$ cat src/rtl/pad_pkg.sv
// Shared types and helpers for the NES/SNES game pad poller.
package pad_pkg;

  typedef enum logic [1:0] {
    PAD_NES  = 2'b00,
    PAD_SNES = 2'b01
  } pad_type_e;

  localparam int NES_BITS  = 8;
  localparam int SNES_BITS = 16;

  typedef enum logic [2:0] {
    IDLE,
    LATCH,
    CLK_LO,
    CLK_HI,
    DONE
  } pad_state_e;

  // Pad lines are active-low; NES only fills the low byte.
  function automatic logic [15:0] pad_buttons(input pad_type_e t, input logic [15:0] sh);
    if (t == PAD_NES) return {8'h00, ~sh[7:0]};
    return ~sh;
  endfunction

endpackage

$ cat src/rtl/pad_poll_timer.sv
// Free-running poll-rate counter; tick marks the last count of each period.
module pad_poll_timer #(
  parameter int POLL_CYC = 833_333
) (
  input  logic clk,
  input  logic reset,
  output logic tick
);

  localparam int CW = (POLL_CYC > 1) ? $clog2(POLL_CYC) : 1;
  localparam logic [CW-1:0] LAST = CW'(POLL_CYC - 1);

  logic [CW-1:0] cnt;

  always_ff @(posedge clk) begin
    if (reset)            cnt <= '0;
    else if (cnt == LAST) cnt <= '0;
    else                  cnt <= cnt + 1'b1;
  end

  assign tick = (cnt == LAST);

endmodule

$ cat src/rtl/pad_poll_sequencer.sv
// Polls an NES/SNES pad over latch/clock/data and publishes an active-high
// button word with a one-cycle valid strobe.
module pad_poll_sequencer #(
  parameter int POLL_CYC  = 833_333,
  parameter int LATCH_CYC = 600,
  parameter int HALF_CYC  = 300
) (
  input  logic        clk,
  input  logic        reset,
  input  logic [1:0]  sel,
  input  logic        poll_en,
  input  logic        pad_data,
  output logic        pad_latch,
  output logic        pad_clk,
  output logic [15:0] buttons,
  output logic        valid,
  output logic        busy
);
  import pad_pkg::*;

  localparam int PMAX = (LATCH_CYC > HALF_CYC) ? LATCH_CYC : HALF_CYC;
  localparam int PW   = $clog2(PMAX);
  localparam logic [PW-1:0] LATCH_LAST = PW'(LATCH_CYC - 1);
  localparam logic [PW-1:0] HALF_LAST  = PW'(HALF_CYC - 1);

  logic            tick;
  logic            sync_p0, sync_p1;
  pad_state_e      state;
  pad_type_e       ptype;
  logic [PW-1:0]   phase;
  logic [4:0]      bit_idx;
  logic [4:0]      last_bit;
  logic [15:0]     shift;

  pad_poll_timer #(.POLL_CYC(POLL_CYC)) u_timer (
    .clk   (clk),
    .reset (reset),
    .tick  (tick)
  );

  // Stage p0/p1: two-flop synchronizer for the asynchronous pad data line
  always_ff @(posedge clk) begin
    if (reset) begin
      sync_p0 <= 1'b1;
      sync_p1 <= 1'b1;
    end else begin
      sync_p0 <= pad_data;
      sync_p1 <= sync_p0;
    end
  end

  assign last_bit = (ptype == PAD_NES) ? 5'(NES_BITS - 1) : 5'(SNES_BITS - 1);

  always_ff @(posedge clk) begin
    valid <= 1'b0;
    if (reset) begin
      state     <= IDLE;
      ptype     <= PAD_NES;
      pad_latch <= 1'b0;
      pad_clk   <= 1'b1;
      buttons   <= '0;
      busy      <= 1'b0;
      phase     <= '0;
      bit_idx   <= '0;
    end else begin
      case (state)
        IDLE: begin
          if (tick && poll_en) begin
            if (!sel[1]) begin
              ptype     <= pad_type_e'(sel);
              state     <= LATCH;
              pad_latch <= 1'b1;
              busy      <= 1'b1;
              phase     <= '0;
              bit_idx   <= '0;
            end else begin
              buttons <= '0;
            end
          end
        end
        LATCH: begin
          if (phase == LATCH_LAST) begin
            phase     <= '0;
            pad_latch <= 1'b0;
            pad_clk   <= 1'b0;
            state     <= CLK_LO;
          end else begin
            phase <= phase + 1'b1;
          end
        end
        CLK_LO: begin
          // Sample as late as possible in the low phase so the pad has settled.
          if (phase == HALF_LAST) begin
            phase                 <= '0;
            shift[bit_idx[3:0]]   <= sync_p1;
            pad_clk               <= 1'b1;
            state                 <= CLK_HI;
          end else begin
            phase <= phase + 1'b1;
          end
        end
        CLK_HI: begin
          if (phase == HALF_LAST) begin
            phase <= '0;
            if (bit_idx == last_bit) begin
              state   <= DONE;
              buttons <= pad_buttons(ptype, shift);
              valid   <= 1'b1;
            end else begin
              bit_idx <= bit_idx + 1'b1;
              pad_clk <= 1'b0;
              state   <= CLK_LO;
            end
          end else begin
            phase <= phase + 1'b1;
          end
        end
        DONE: begin
          state <= IDLE;
          busy  <= 1'b0;
        end
        default: state <= IDLE;
      endcase
    end
  end

endmodule

$ cat config.mk
export PLATFORM = sky130hd
export DESIGN_NAME = pad_poll_sequencer
export DESIGN_NICKNAME = d
export VERILOG_FILES = /design/src/rtl/pad_pkg.sv /design/src/rtl/pad_poll_timer.sv /design/src/rtl/pad_poll_sequencer.sv
export SDC_FILE = /design/constraint.sdc
export NUM_CORES = 1
export LEC_CHECK = 0
export ABC_CLOCK_PERIOD_IN_PS = 2500
export BUFFER_PORTS_ARGS = -buffer_cell sky130_fd_sc_hd__buf_2
export CAP_MARGIN = 20
export CORE_AREA = 2 2 84 86
export DETAILED_ROUTE_END_ITERATION = 12
export DIE_AREA = 0 0 86 88
export HOLD_SLACK_MARGIN = 0.05
export PLACE_DENSITY = 0.73
export SLEW_MARGIN = 20
export SYNTH_ARGS = -nofsm -noshare
export SYNTH_HDL_FRONTEND = slang
export SYNTH_SLANG_ARGS = --single-unit
$ cat constraint.sdc
create_clock -name clk -period 2.5 [get_ports clk]
set_clock_uncertainty 0.05 [all_clocks]
set_input_delay 0.5 -clock clk [delete_from_list [all_inputs] [get_ports clk]]
set_output_delay 0.5 -clock clk [all_outputs]
set_load 0.01 [all_outputs]
==> results.py <==
metrics = {
    "synth": {
        "syn_avg_cell_area_um2": 9.34,
        "synth_cell_types": 56,
        "synthCells": 383,
        "netlist.area_leader.share": 0.341,
        "syn_area_um2": 3580,
        "ys_ff_latch": 77,
        "yosys_warnings": 0,
        "synth_edf_count": 16,
        "post-synth-top-count-cell": "dfxtp_1",
        "yosys-top-cells-count": "dfxtp_1, nor2_1, nand2_1",
        "seq_area_frac_synth": 0.476,
        "synth_area_leaders": "dfxtp_1, edfxtp_1, nor2_1",
        "ys_async_sr_fraction": 0,
        "synth_nets": 396,
        "synth_top_area_cell": "dfxtp_1",
        "ys.flop_type": "dfxtp_1",
    },
    "timing": {
        "postLayoutSetupSlackWorst_ns": 0.168,
        "finalSetupViolations": 0,
        "fin_crit_ns": 2.33,
        "worst_pin_slew_ns": 0.750,
        "fin_setup_tns_ns": 0,
        "min_period_over_period": 0.933,
        "timing.slew.headroom": 0.498,
        "finalMaxSlewViolations": 0,
        "rsz0062_at_grt": "no",
        "hold_viol": 0,
        "max_freq_mhz": 429,
    },
    "clock_tree": {
        "cts.root.buffer_cell": "clkbuf_8",
        "clk_latency_ns": 0.35,
        "htree_num_levels": 3,
        "cts_hold_buf": 0,
        "cts.path.max_buffers": 2,
        "clkSlewWorstSetupHoldPaths_ns": 0.08,
        "cts.sinks": 77,
        "cts_setup_buffers": 0,
        "cts_tree": "built",
        "cts_resized": 0,
        "numCtsBuffers": 9,
    },
    "global_route": {
        "grt_start_max_net_pins": 26,
        "groute.usage.overall": 0.207,
        "grt_overflow": 0,
        "antenna_found_initial": 0,
        "grt_pass1_vias": 2623,
        "grt_pass1_wl_um": 12300,
    },
    "finish": {
        "multi_input_area_um2": 1750,
        "num-fill-cells": 565,
        "synthToLayoutAreaGrowth_pct": 13.2,
        "layout.nets": 429,
        "drive_above_1_share": 0.185,
        "seq_area_um2": 1700,
        "antenna_cells": 0,
    },
    "critical_path": {
        "r2r_cells": 6,
        "r2r_slack_ns": 0.17,
        "endpoint_kind": "flop",
        "endpoint": "buttons[14]",
        "critical_path_class": "flop to flop",
        "r2r_end": "buttons[14]",
        "critPathRequiredTime_ns": 2.70,
        "critical_path.max_fanout": 25,
        "critPathArrivalTime_ns": 2.53,
        "crit_start": "bit_idx[0]",
        "r2r-start": "bit_idx[0]",
        "start_kind": "flop",
    },
    "routing": {
        "firstDrtPassIters": 4,
        "wl_per_cell_um": 14.4,
        "wirelength_met1_um": 3440,
        "drt_iter0_drc": 134,
        "antenna_left": 0,
        "vias": 2896,
        "routed_via_density": 5.78,
        "top_layer": "met4",
        "drc_errors": 0,
        "drt-total-wl_um": 7190,
        "wl_met3_um": 286,
        "dr_wl_met2_um": 3300,
    },
    "die": {
        "core_um2": 6640,
        "die_w_um": 86,
        "die_area_um2": 7570,
        "fp.dieH_um": 88,
        "initial_core_util": 0.538,
        "io-pin-count": 26,
        "fp-row-count": 30,
    },
    "place": {
        "routabilityCongestion": 0.822,
        "hpwl_um": 5090,
        "pre_cts_ws_ns": 0.202,
        "portBuffers": 25,
    },
    "pwr": {
        "vdd_drop_max_uv": 302,
        "powerDensity_nw_per_um2": 576,
        "p_leak_nw": 1.48,
    },
    "status": {
        "status": "finished clean",
    },
    "run": {
        "maxCapViolCount": 0,
    },
    "min_path": {
        "hold_path.class": "primary input to flop",
    },
}
==> routing by layer <==
metal | GRT usage | vias to the layer above
li1 | - | 1456
met4 | 0.111 | 0
met3 | 0.0424 | 15
met5 | 0 | -
met1 | 0.274 | 1362
met2 | 0.321 | 63
==> state kept, by name, indices dropped and copies added (netlist names) <==
signal and cells:
bit_idx 5, busy 1, buttons 16, pad_clk 1, pad_latch 1, phase 10
ptype 1, shift 16, state 3, sync_p0 1, sync_p1 1, u_timer.cnt 20
valid 1
==> layout make-up <==
| cell class | count | area share |
|---|---|---|
| multi-input combinational | 276 | 0.432 |
| timing repair buffer | 41 | 0.0606 |
| sequential | 77 | 0.421 |
| tap | 80 | 0.0247 |
| clock buffer | 11 | 0.0374 |
| inverter | 11 | 0.0102 |
| clock inverter | 5 | 0.0145 |
==> through the flow <==
step	utilization	hold WS, ns	cell area, µm²	power (mW)	std cells
final	0.609	0.277	4050	2.33	501
after detailed placement	0.577	0.350	3840	1.39	485
after global routing	0.609	0.260	4050	2.40	501
after floorplan	-	0.339	3580	1.36	383
after CTS	0.609	0.261	4050	2.35	501
after global placement	0.577	0.347	3840	1.38	485
==> layout by cell type, fill, tap and decap left out, types with 5 or more instances in the layout <==
cell and instances:
nand4_1 9, xor2_1 13, o21ai_0 11, dfxtp_1 61, or4_1 9, nor3_1 13
nand2_1 26, buf_4 16, nor4b_1 6, a21oi_1 18, edfxtp_1 16, nand3_1 16
clkbuf_8 11, nor2_1 49, and2_1 8, nor4_1 10, or2_2 6, nand2b_1 5
buf_2 25, inv_1 11, xnor2_1 8, a31o_2 8, ha_1 7
==> critical path, stage by stage, from the launching register on <==
cell	delay (ns)
dfxtp_1	0.46
ha_1	0.31
nand4_2	0.16
nor4_4	0.29
o21ba_4	0.27
or2_2	0.40
a31o_2	0.27
==> where the power goes <==
| part | switching (mW) | total, mW | internal (mW) |
|---|---|---|---|
| Combinational | 0.0451 | 0.0719 | 0.0268 |
| Sequential | 0.0110 | 1.28 | 1.27 |
| Clock | 0.461 | 0.976 | 0.515 |
==> how the worst min path moves through the flow <==
| stage | end | cells past startpoint | slack, ns | from |
|---|---|---|---|---|
| 6_report | sync_p0 | 2 | 0.28 | pad_data |
| 5_1_grt | sync_p0 | 2 | 0.26 | pad_data |
| 4_1_cts | sync_p0 | 2 | 0.26 | pad_data |
| 3_5_place_dp | sync_p1 | 1 | 0.35 | sync_p0 |
| 3_3_place_gp | sync_p1 | 1 | 0.35 | sync_p0 |
| 2_1_floorplan | sync_p1 | 1 | 0.34 | sync_p0 |
==> logic make-up (layout without fill, tap and decap cells) <==
family / Yosys count / after routing / synth area share
and+or+nand+nor: 179 / 179 / 0.274
DFF: 77 / 77 / 0.476
AOI/OAI and AO/OA: 65 / 65 / 0.127
buffers and inverters: 30 / 68 / 0.0353
xor gates and xnor gates: 21 / 21 / 0.0514
adders and majority gates: 7 / 7 / 0.0245
muxes: 4 / 4 / 0.0119
No activity file was read; power rests on OpenSTA's default activity.
